--- src/rtl/state_duration_timer_if.sv ---
// Control/status bundle between the train controller and its dwell timer.
// The controller side is master; the timer side is slave.
interface state_duration_timer_if #(
  parameter int STATE_W = 4,
  parameter int T_W     = 19
);
  logic [STATE_W-1:0] present_state;
  logic               pause;
  logic               cfg_we;
  logic [STATE_W-1:0] cfg_addr;
  logic [T_W-1:0]     cfg_data;
  logic [T_W-1:0]     t;
  logic [T_W-1:0]     remaining;
  logic               busy;
  logic               expired;

  modport master (
    output present_state, pause, cfg_we, cfg_addr, cfg_data,
    input  t, remaining, busy, expired
  );

  modport slave (
    input  present_state, pause, cfg_we, cfg_addr, cfg_data,
    output t, remaining, busy, expired
  );
endinterface

--- src/rtl/state_duration_timer.sv ---
// Per-state dwell timer: reloads a programmable ms duration on every state change,
// counts it down in real milliseconds and pulses expired once per completed dwell.
module state_duration_timer #(
  parameter int CLK_FREQ = 50000000,
  parameter int STATE_W  = 4,
  parameter int T_W      = 19,
  parameter int DEF_T3   = 2000,
  parameter int DEF_T4   = 1000,
  parameter int DEF_T5   = 2000
) (
  input  logic                  clk,
  input  logic                  rst,
  state_duration_timer_if.slave bus
);
  localparam int P     = CLK_FREQ / 1000;
  localparam int P_W   = $clog2(P);
  localparam int DEPTH = 2 ** STATE_W;

  typedef enum logic [1:0] {IDLE, RUN, HOLD} state_t;

  state_t             state_reg, state_next;
  logic [STATE_W-1:0] prev_state_reg, prev_state_next;
  logic               first_reg, first_next;
  logic [P_W-1:0]     pcnt_reg, pcnt_next;
  logic [T_W-1:0]     remaining_reg, remaining_next;
  logic               expired_reg, expired_next;
  logic [T_W-1:0]     t_reg;
  logic [T_W-1:0]     tbl [DEPTH];
  logic [T_W-1:0]     rd_data;
  logic               load;

  // Table entries are individual registers because every entry must reset to a default.
  for (genvar gi = 0; gi < DEPTH; gi++) begin : g_tbl
    localparam logic [T_W-1:0] DEF = (gi == 3) ? T_W'(DEF_T3) :
                                     (gi == 4) ? T_W'(DEF_T4) :
                                     (gi == 5) ? T_W'(DEF_T5) : '0;
    logic [T_W-1:0] entry_reg;

    always_ff @(posedge clk) begin
      if (rst) begin
        entry_reg <= DEF;
      end else if (bus.cfg_we && bus.cfg_addr == STATE_W'(gi)) begin
        entry_reg <= bus.cfg_data;
      end
    end

    assign tbl[gi] = entry_reg;
  end

  // A write landing on the entry being read is forwarded so load and t see it immediately.
  assign rd_data = (bus.cfg_we && bus.cfg_addr == bus.present_state) ? bus.cfg_data
                                                                     : tbl[bus.present_state];
  assign load    = first_reg || (bus.present_state != prev_state_reg);

  always_ff @(posedge clk) begin
    if (rst) begin
      state_reg      <= IDLE;
      prev_state_reg <= '0;
      first_reg      <= 1'b1;
      pcnt_reg       <= '0;
      remaining_reg  <= '0;
      expired_reg    <= 1'b0;
      t_reg          <= '0;
    end else begin
      state_reg      <= state_next;
      prev_state_reg <= prev_state_next;
      first_reg      <= first_next;
      pcnt_reg       <= pcnt_next;
      remaining_reg  <= remaining_next;
      expired_reg    <= expired_next;
      t_reg          <= rd_data;
    end
  end

  always_comb begin
    state_next      = state_reg;
    prev_state_next = prev_state_reg;
    first_next      = first_reg;
    pcnt_next       = pcnt_reg;
    remaining_next  = remaining_reg;
    expired_next    = 1'b0;

    if (load) begin
      prev_state_next = bus.present_state;
      first_next      = 1'b0;
      pcnt_next       = '0;
      remaining_next  = rd_data;
      state_next      = (rd_data != '0) ? RUN : IDLE;
    end else begin
      case (state_reg)
        RUN, HOLD: begin
          if (bus.pause) begin
            state_next = HOLD;
          end else begin
            // Leaving HOLD counts on the same edge, so each held cycle costs exactly one cycle.
            state_next = RUN;
            if (pcnt_reg == P_W'(P - 1)) begin
              pcnt_next      = '0;
              remaining_next = remaining_reg - T_W'(1);
              if (remaining_reg == T_W'(1)) begin
                state_next   = IDLE;
                expired_next = 1'b1;
              end
            end else begin
              pcnt_next = pcnt_reg + P_W'(1);
            end
          end
        end
        default: begin
          state_next = IDLE;
        end
      endcase
    end
  end

  assign bus.t         = t_reg;
  assign bus.remaining = remaining_reg;
  assign bus.busy      = (state_reg != IDLE);
  assign bus.expired   = expired_reg;
endmodule
--- src/flat_wrapper.sv ---
// flat-port wrapper written by rule: the top's interface ports become plain ports
module state_duration_timer_flat 
#(
  parameter int CLK_FREQ = 50000000,
  parameter int STATE_W  = 4,
  parameter int T_W      = 19,
  parameter int DEF_T3   = 2000,
  parameter int DEF_T4   = 1000,
  parameter int DEF_T5   = 2000
)
  (clk, rst, bus_present_state, bus_pause, bus_cfg_we, bus_cfg_addr, bus_cfg_data, bus_t, bus_remaining, bus_busy, bus_expired);
  state_duration_timer_if #(.STATE_W(STATE_W), .T_W(T_W)) bus_i ();
  input  logic clk;
  input  logic rst;
  input wire logic [$bits(bus_i.present_state)-1:0] bus_present_state;
  input wire logic [$bits(bus_i.pause)-1:0] bus_pause;
  input wire logic [$bits(bus_i.cfg_we)-1:0] bus_cfg_we;
  input wire logic [$bits(bus_i.cfg_addr)-1:0] bus_cfg_addr;
  input wire logic [$bits(bus_i.cfg_data)-1:0] bus_cfg_data;
  output wire logic [$bits(bus_i.t)-1:0] bus_t;
  output wire logic [$bits(bus_i.remaining)-1:0] bus_remaining;
  output wire logic [$bits(bus_i.busy)-1:0] bus_busy;
  output wire logic [$bits(bus_i.expired)-1:0] bus_expired;
  assign bus_i.present_state = bus_present_state;
  assign bus_i.pause = bus_pause;
  assign bus_i.cfg_we = bus_cfg_we;
  assign bus_i.cfg_addr = bus_cfg_addr;
  assign bus_i.cfg_data = bus_cfg_data;
  assign bus_t = bus_i.t;
  assign bus_remaining = bus_i.remaining;
  assign bus_busy = bus_i.busy;
  assign bus_expired = bus_i.expired;
  state_duration_timer #(.CLK_FREQ(CLK_FREQ), .STATE_W(STATE_W), .T_W(T_W), .DEF_T3(DEF_T3), .DEF_T4(DEF_T4), .DEF_T5(DEF_T5)) u_core (.clk(clk), .rst(rst), .bus(bus_i));
endmodule
--- config.mk ---
export PLATFORM = sky130hd
export DESIGN_NAME = state_duration_timer_flat
export DESIGN_NICKNAME = d
export VERILOG_FILES = /design/src/rtl/state_duration_timer_if.sv /design/src/rtl/state_duration_timer.sv /design/src/flat_wrapper.sv
export SDC_FILE = /design/constraint.sdc
export NUM_CORES = 1
export LEC_CHECK = 0
export BUFFER_PORTS_ARGS = -buffer_cell sky130_fd_sc_hd__buf_2
export CORE_MARGIN = 4
export CORE_UTILIZATION = 55
export DETAILED_ROUTE_END_ITERATION = 10
export MAX_ROUTING_LAYER = met4
export PLACE_DENSITY = 0.72
export SLEW_MARGIN = 20
export SYNTH_ARGS = -nofsm -noshare
export SYNTH_HDL_FRONTEND = slang
export SYNTH_SLANG_ARGS = --single-unit
--- constraint.sdc ---
create_clock -name clk -period 2.75 [get_ports clk]
set_clock_uncertainty 0.05 [all_clocks]
set_input_delay 0.1375 -clock clk [delete_from_list [all_inputs] [get_ports clk]]
set_output_delay 0.1375 -clock clk [all_outputs]
set_load 0.03 [all_outputs]
==> impl_metrics.json, run 1 <==
{
  "grt.busiest_layer": "met2",
  "regToRegSetupSlack_ps": 180,
  "hold_slack_ps": 10.5,
  "area_growth_pct": 14.1,
  "synth.ff_latch_count": 366,
  "cts-root-buf": "clkbuf_16",
  "r2r-end": "u_core.bus.remaining[16]",
  "slew_headroom_pct": 35.2,
  "hpwl_microns": 30100,
  "crit_top_cell": "or4_4",
  "nNetsFinal": 2014,
  "cts_max_level": 2,
  "rows": 62,
  "drc": 0,
  "worstSetupPathType": "reg -> reg",
  "end_kind": "flip-flop",
  "cts_tree": "done",
  "postSynthAreaPerCell_sq_um": 8.27,
  "final_area_sq_um": 18200,
  "cts_made_buffers": 38,
  "crit_arrival_ps": 2950,
  "finalSetupTns_ps": 0,
  "ant_nets": 0,
  "timing.rr.start": "u_core.bus.remaining[3]",
  "post-place-cells": 2309,
  "critPathRequiredTime_ps": 3130,
  "ir_worst_vdd_v": 0.000470,
  "p_leak_nw": 6.49,
  "cap_violations": 0,
  "cts_max_path_buffers": 3,
  "dpl_cell_area_sq_um": 16900,
  "tightest_slew_ps": 970,
  "coreArea_sq_um": 28700,
  "clk_pin_slew_ps": 60,
  "place.gp.congestion": 0.920,
  "drive_gt1_share_pct": 14.6,
  "grt_pass1_vias": 13300,
  "yosysWarnings": 0,
  "die_h_microns": 179,
  "largest_reg_flops": 304,
  "setup_violations": 0,
  "syn_nets": 1968,
  "grtUsageTotal_pct": 30.8,
  "wl_per_cell_microns": 20.3,
  "slew_viol_final": 0,
  "cpMaxStageDelayCell": "or4_4",
  "drt-initial-drc-count": 1558,
  "max_freq_mhz": 389,
  "synth_ff_type": "dfxtp_1",
  "fin_ws_ps": 177,
  "holdPathStages": 3,
  "ys_async_sr_fraction_pct": 0,
  "final_cell_count_no_fill": 2388,
  "crit_chain": "or4_4 -> or4_4 -> nor4_4 -> nand3b_1 -> xnor2_1 -> nor2_1 -> a211oi_2",
  "synthesis.instances": 1933,
  "start_kind": "flip-flop",
  "num_io_pins": 71,
  "die_area_sq_um": 31900,
  "num_vias": 14300,
  "grt_max_degree": 114,
  "status": "finished clean",
  "place_ws_ps": 40.9,
  "antenna_found_initial": 0,
  "powerDensity_nw_per_um2": 630,
  "synth_edf_count": 0,
  "overflow": 0,
  "synthDistinctLibCells": 58,
  "numPortBuffers": 70,
  "ys_seq_area_share_pct": 45.8,
  "rr_worst_depth": 7,
  "slowest_delay_ps": 600,
  "initial_core_util_pct": 55.7,
  "clk_latency_ps": 520,
  "min_period_ps": 2570,
  "min_from": "bus_cfg_data[13]",
  "crit_family": "simple AND/OR/NAND/NOR gates",
  "hold_end": "u_core.g_tbl[2].entry_reg[13]",
  "period_share_pct": 93.6,
  "hold_viol_final": 0,
  "grt_use_met1_pct": 41.1,
  "min_path_type": "in -> reg",
  "grt_pass1_wl_microns": 75300,
  "rsz0062_at_grt": "no",
  "use_met3_pct": 5.00,
  "wirelength_microns": 48400,
  "clock_sinks": 366,
  "vias_per_cell": 5.99,
  "met2_usage_pct": 48.3,
  "syn_area_sq_um": 16000,
  "drtPass1Iterations": 5,
  "crit_buf_inv": 0,
  "crit_fanout": 9,
  "die-width_microns": 179
}
[power by group]
part	internal (mW)	switching (mW)
clock	2.89	2.04
sequential	5.40	0.0617
combinational	0.379	0.714
[per-layer routing]
layer / share of wire (%) / wire, microns / vias up
met5: 0 / 0 / -
met4: 2.9 / 1390 / 0
met2: 47 / 22500 / 705
li1: - / - / 6617
met3: 9.1 / 4390 / 126
met1: 42 / 20100 / 6856
[tightest hold or removal path, cell delays in order]
cell and delay, ps:
buf_2 230, nand2_1 100, a21oi_1 50
[what timing repair did]
action | in CTS | in global routing
hold buffers | 14 | 0
hold endpoints to repair | 116 | 0
resized for setup | 0 | 1
endpoints found under the setup margin | 0 | 1
setup buffers | 0 | 0
[Yosys cell counts, drive strengths merged, types with 4 or more instances]
| master | count | area share, % |
|---|---|---|
| a221oi | 12 | 0.66 |
| and3 | 6 | 0.23 |
| a211oi | 12 | 0.75 |
| nand3 | 15 | 0.47 |
| nor3 | 18 | 0.63 |
| xnor2 | 17 | 0.93 |
| o31ai | 4 | 0.19 |
| o211ai | 7 | 0.33 |
| and2 | 5 | 0.20 |
| nand2b | 13 | 0.51 |
| nand4 | 7 | 0.27 |
| dfxtp | 366 | 46 |
| xor2 | 15 | 0.82 |
| clkbuf | 136 | 3.2 |
| inv | 9 | 0.21 |
| o22ai | 4 | 0.16 |
| o21ai | 16 | 0.50 |
| buf | 28 | 1.0 |
| ha | 4 | 0.31 |
| nor2b | 16 | 0.63 |
| a221o | 5 | 0.31 |
| mux4 | 60 | 8.5 |
| nor4 | 11 | 0.66 |
| nand2 | 657 | 15 |
| a21oi | 296 | 9.3 |
| mux2i | 43 | 2.7 |
| mux2 | 5 | 0.35 |
| o221ai | 7 | 0.38 |
| a31oi | 5 | 0.20 |
| or4 | 4 | 0.23 |
| nand3b | 21 | 0.99 |
| nor2 | 83 | 1.9 |
[how the worst max path moves through the flow]
stage	start	endpoint	slack, ps	cells past startpoint
floorplan	u_core.bus.remaining[3]	u_core.bus.remaining[17]	310	7
global placement	bus_present_state[0]	u_core.state_reg[0]	80	9
detailed placement	bus_present_state[0]	u_core.state_reg[0]	40	8
CTS	u_core.bus.remaining[3]	u_core.bus.remaining[16]	180	7
global route	u_core.bus.remaining[3]	u_core.bus.remaining[11]	50	7
finish	u_core.bus.remaining[3]	u_core.bus.remaining[16]	180	7
[cells in the final DEF (no fill, tap or decap), types with 5 or more instances in the layout]
cell type      synthesis  final
xor2_1                15     15
buf_12                 0      7
a221o_1                5      5
o21ai_0               16     16
a211oi_1               6      6
nor3_1                16     14
buf_2                  9     67
inv_1                  8      8
mux2i_1               43     43
clkbuf_1             136     14
clkbuf_8               0      7
a21oi_1              296    296
a221oi_1              12     12
dfxtp_1              366    366
nand3_1               15     15
buf_4                  6     80
nand4_1                7      7
a211oi_2               6      6
dlygate4sd3_1          0     14
xnor2_1               17     17
nand2b_1              13     13
mux4_2                60     60
and3_1                 6      6
o211ai_1               7      7
mux2_2                 5      5
clkbuf_16              0     39
nand3b_1              21     21
nor2_1                83     83
nor2b_1               16     16
nand2_1              657    657
o221ai_1               7      7
nor4_1                 8      8
a31oi_1                5      5
[cell families after synthesis]
group / count (synthesis) / synth area share, %
adder cells (fa/ha/maj): 4 / 0.313
flip-flops: 366 / 45.8
multiplexers: 108 / 11.5
AND/OR/NAND/NOR: 868 / 22.7
XOR/XNOR: 32 / 1.75
buffers and inverters: 173 / 4.41
AO/OA/AOI/OAI: 382 / 13.5
[area by class of cell]
cell class              instances  area (sq um)
flip-flops and latches        366          7330
inverters                       9          33.8
diodes                          1          2.50
clock buffers                  60          1120
well taps                     384           480
fillers                      2448         10500
multi-input cells            1394          7980
clock inverters                 4          48.8
repair buffers                170          1240
[per-stage QoR]
step | util (%) | power [mW]
after floorplan | - | 6.26
after global placement | 59.0 | 6.62
after detailed placement | 59.0 | 6.64
after CTS | 63.5 | 11.5
after global routing | 63.6 | 11.8
final | 63.6 | 11.5
Power figures use the tool's default switching activity.
==> run 2, diff against run 1 <==
- clock period: 2.75 -> 2.56 ns (I/O delays scaled with it)
==> run 2 against run 1 <==
  * First-iteration DRC count fell by 6.6%
  * Sequential power is 7.3% higher
  * Setup slack got worse by 94 ps
  * Clock-buffer cell count shrank 2
  * Register-to-register slack about the same
  * Critical path depth increased by 3
  * Largest cell class unchanged
  * Largest power group unchanged
  * Highest routed layer unchanged
==> impl_metrics.json, run 2 (same netlist as run 1, synthesis figures left out) <==
{
  "max_freq_mhz": 404,
  "drtPass1Iterations": 6,
  "place_ws_ps": 70.4,
  "vias_per_cell": 5.98,
  "antenna_found_initial": 0,
  "clk_latency_ps": 530,
  "wl_per_cell_microns": 20.3,
  "grt_max_degree": 112,
  "ir_worst_vdd_v": 0.000409,
  "initial_core_util_pct": 55.7,
  "largest_reg_flops": 304,
  "antennaDiodeCount": 0,
  "cts_tree": "done",
  "tightest_slew_ps": 646,
  "powerDensity_nw_per_um2": 675,
  "period_share_pct": 96.7,
  "crit_fanout": 21,
  "overflow": 0,
  "post-place-cells": 2330,
  "drive_gt1_share_pct": 16.0,
  "rsz0062_at_grt": "yes",
  "worstSetupPathType": "in -> reg",
  "grtUsageTotal_pct": 31.0,
  "status": "finished clean",
  "critPathRequiredTime_ps": 2900,
  "coreArea_sq_um": 28700,
  "grt_pass1_wl_microns": 75700,
  "die-width_microns": 179,
  "wirelength_microns": 49000,
  "drc": 0,
  "grt_pass1_vias": 13800,
  "hpwl_microns": 30800,
  "cts_max_path_buffers": 3,
  "num_vias": 14500,
  "finalCoreUtilization_pct": 64.6,
  "clk_pin_slew_ps": 60,
  "final_common_cell": "nand2_1",
  "end_kind": "flip-flop",
  "final_cell_count_no_fill": 2417,
  "nNetsFinal": 2040,
  "die_h_microns": 179,
  "die_area_sq_um": 31900,
  "min_path_type": "in -> reg",
  "finalSetupTns_ps": 0,
  "place.gp.congestion": 0.926,
  "fin_ws_ps": 83.6,
  "num_io_pins": 71,
  "ant_nets": 0,
  "cap_violations": 0,
  "numPortBuffers": 70,
  "regToRegSetupSlack_ps": 170,
  "most-common-layout-cells": "657 x nand2_1, 366 x dfxtp_1, 296 x a21oi_1, 100 x buf_4, 83 x nor2_1",
  "cts_max_level": 2,
  "start_kind": "primary input",
  "setup_violations": 0,
  "hold_viol_final": 0,
  "p_leak_nw": 6.65,
  "crit_arrival_ps": 2810,
  "cts_made_buffers": 38,
  "cts-root-buf": "clkbuf_16",
  "drt-initial-drc-count": 1455,
  "area_growth_pct": 15.9,
  "slew_headroom_pct": 56.9,
  "rows": 62,
  "hold_slack_ps": 8.29,
  "min_period_ps": 2480,
  "slew_viol_final": 0,
  "clock_sinks": 366
}
## run 2: changes by cell type in the layout (fill, tap and decap cells not counted), sizes merged
cell,change
inv,+1
clkinv,+5
diode,-1
dlygate4sd3,+5
buf,+21
clkbuf,-2
## run 2: worst paths after layout
check / from / endpoint / cells past startpoint
worst min register to register: u_core.g_tbl[14].entry_reg[1] / u_core.g_tbl[14].entry_reg[1] / 2
worst max-delay path: bus_present_state[0] / u_core.bus.remaining[16] / 10
worst min-delay path: rst / u_core.bus.t[5] / 2
worst max register to register: u_core.state_reg[0] / u_core.bus.remaining[5] / 8
## run 2: cell type report
class | count | area (sq um)
Clock buffer | 58 | 1140
Clock inverter | 10 | 93.8
Fill cell | 2344 | 10200
Inverter | 9 | 33.8
Multi-Input combinational cell | 1394 | 7990
Sequential cell | 366 | 7330
Tap cell | 384 | 480
Timing Repair Buffer | 196 | 1470
## run 2: critical path, cell delays in order
cell	delay, ps
dlygate4sd3_1	580
buf_12	230
buf_12	150
mux4_2	530
or2_2	290
a21oi_1	270
o21ai_0	130
o21ai_0	230
buf_4	220
a211oi_2	50
## run 2: routing by layer
layer	routed length [microns]	share of wire, %	global-route usage [%]	vias to the layer above
li1	-	-	-	6653
met1	19700	40	40.0	6874
met2	22700	46	49.2	759
met3	4480	9.1	4.68	171
met4	2200	4.5	12.8	0
met5	0	0	-	-
## run 2: what timing repair did
item | 4_1_cts | 5_1_grt
resized for setup | 0 | 7
setup endpoints to repair | 0 | 7
buffers inserted | 0 | 0
endpoints found under the hold margin | 246 | 0
hold buffers | 19 | 0
## run 2: power breakdown
part | switching, mW | total (mW) | internal [mW]
Combinational | 0.779 | 1.22 | 0.438
Clock | 2.26 | 5.43 | 3.17
Sequential | 0.0633 | 5.87 | 5.80
Total | 3.10 | 12.5 | 9.41
## run 2: through the flow
stage	power, mW	instance area (sq um)
finish	12.5	18500
global placement	7.13	17100
detailed placement	7.15	17100
floorplan	6.73	16000
CTS	12.5	18500
global route	12.9	18500
==> run 3, diff against run 2 <==
- MAX_ROUTING_LAYER: met4 -> unset
==> run 3 against run 2 <==
  * Core utilization did not move
  * Via count is 0.77% higher
  * Final cell count stayed put
  * First-iteration DRC count fell by 0.55%
  * Sequential share of layout area unchanged
  * Critical endpoint is now u_core.state_reg[0]
==> impl_metrics.json, run 3 (same netlist as run 1, synthesis figures left out) <==
{
  "critPathCapture": "u_core.state_reg[0]",
  "vias_per_cell": 6.03,
  "grt.busiest_layer": "met2",
  "die_h_microns": 179,
  "wirelength_microns": 48900,
  "slew_viol_final": 0,
  "grtUsageTotal_pct": 30.2,
  "p_leak_nw": 6.65,
  "place.gp.congestion": 0.910,
  "power_frac_comb_pct": 9.7,
  "min_path_type": "in -> reg",
  "slew_headroom_pct": 56.2,
  "min_period_ps": 2490,
  "drive_gt1_share_pct": 16.0,
  "hold_viol_final": 0,
  "drtPass1Iterations": 5,
  "crit_arrival_ps": 2800,
  "cts_made_buffers": 38,
  "period_share_pct": 97.2,
  "rr_worst_depth": 7,
  "clk_pin_slew_ps": 60,
  "grt_pass1_vias": 13800,
  "place_ws_ps": 70.4,
  "final_common_cell": "nand2_1",
  "crit_chain": "dlygate4sd3_1 -> buf_12 -> mux4_2 -> mux2i_1 -> o22ai_1 -> mux2i_1 -> nand4_1 -> nor4_1 -> a41oi_1",
  "area_growth_pct": 15.9,
  "cts_setup_buffers": 0,
  "largest_reg_flops": 304,
  "num_vias": 14600,
  "use_met3_pct": 4.77,
  "nNetsFinal": 2040,
  "final_cell_count_no_fill": 2417,
  "setup_violations": 0,
  "cpMaxStageDelayCell": "dlygate4sd3_1",
  "drt-initial-drc-count": 1447,
  "wl_per_cell_microns": 20.2,
  "r2r-end": "u_core.state_reg[0]",
  "grt_pass1_wl_microns": 75800,
  "p_int_mw": 9.41,
  "swShare_pct": 24.8,
  "crit_fanout": 21,
  "finalCoreUtilization_pct": 64.6,
  "clk_latency_ps": 530,
  "die-width_microns": 179,
  "drc": 0,
  "ir_worst_vdd_v": 0.000408,
  "met2_usage_pct": 49.2,
  "ant_nets": 0,
  "grt_max_degree": 112,
  "regToRegSetupSlack_ps": 160,
  "cts_max_level": 2,
  "antennaDiodeCount": 0,
  "holdPathStages": 2,
  "rsz0062_at_grt": "yes",
  "grt_use_met1_pct": 40.0,
  "clock_sinks": 366,
  "clock_power_share_pct": 43.4,
  "worstSetupPathType": "in -> reg",
  "numPortBuffers": 70,
  "hpwl_microns": 30800,
  "initial_core_util_pct": 55.7,
  "die_area_sq_um": 31900,
  "p_sw_mw": 3.10,
  "status": "finished clean",
  "fin_total_pwr_mw": 12.5,
  "rows": 62,
  "post-place-cells": 2330,
  "antenna_found_initial": 0,
  "coreArea_sq_um": 28700,
  "fillers": 2344,
  "cts_tree": "done",
  "fin_ws_ps": 71.8,
  "cts_max_path_buffers": 3,
  "startpoint": "bus_present_state[0]",
  "critPathRequiredTime_ps": 2870,
  "slowest_delay_ps": 580,
  "cap_violations": 0,
  "crit_top_cell": "mux2i_1",
  "end_kind": "flip-flop",
  "cts-root-buf": "clkbuf_16",
  "seq_power_share_pct": 46.9,
  "timing.rr.start": "u_core.bus.remaining[11]",
  "most-common-layout-cells": "657 x nand2_1, 366 x dfxtp_1, 296 x a21oi_1, 100 x buf_4, 83 x nor2_1",
  "max_freq_mhz": 402,
  "tightest_slew_ps": 657,
  "num_io_pins": 71,
  "powerDensity_nw_per_um2": 675,
  "start_kind": "primary input",
  "overflow": 0
}
[run 3: worst min path at each step]
stage,from,end,slack (ps)
after floorplan,rst,u_core.first_reg,170
after global placement,bus_pause,u_core.state_reg[1],330
after detailed placement,bus_pause,u_core.state_reg[1],340
after CTS,bus_cfg_data[9],u_core.g_tbl[11].entry_reg[9],5
after global routing,bus_cfg_data[9],u_core.g_tbl[14].entry_reg[9],30
final,rst,u_core.bus.t[5],10
[run 3: power by group through the flow]
stage	Sequential [mW]	Combinational (mW)	Clock (mW)
6_report	5.87	1.22	5.43
4_1_cts	5.87	1.19	5.48
3_5_place_dp	5.99	1.16	0
5_1_grt	5.88	1.29	5.69
2_1_floorplan	6.06	0.669	0
3_3_place_gp	5.99	1.15	0
[run 3: worst max-delay path, delay by kind of cell]
kind / cells / cell delay, ps
buffers and inverters: 2 / 810
AO/OA/AOI/OAI: 2 / 310
AND/OR/NAND/NOR: 2 / 400
multiplexers: 3 / 1150
[run 3: per-layer routing]
metal	part of all wire, %	wire [microns]	vias to the layer above
met3	9.7	4740	160
met5	0	0	-
met4	4.3	2110	0
li1	-	-	6668
met2	46	22700	813
met1	40	19400	6928
[run 3: cell type report]
cell class	count	area [sq um]	share of cell area, %
Clock buffer	58	1140	6.13
Clock inverter	10	93.8	0.506
Inverter	9	33.8	0.182
Multi-Input combinational cell	1394	7990	43.1
Sequential cell	366	7330	39.5
Tap cell	384	480	2.59
Timing Repair Buffer	196	1470	7.94
[run 3: what timing repair did]
item / CTS / global route
resized for setup: 0 / 7
hold buffers: 19 / 0
setup endpoints to repair: 0 / 7
endpoints found under the hold margin: 246 / 0
[run 3: through the flow]
stage                     instance area [sq um]  setup TNS [ps]  hold WS, ps
final                                     18500               0         12.2
after global routing                      18500           -24.1         26.9
after global placement                    17100               0          333
after floorplan                           16000               0          168
after CTS                                 18500               0         5.05
after detailed placement                  17100               0          337
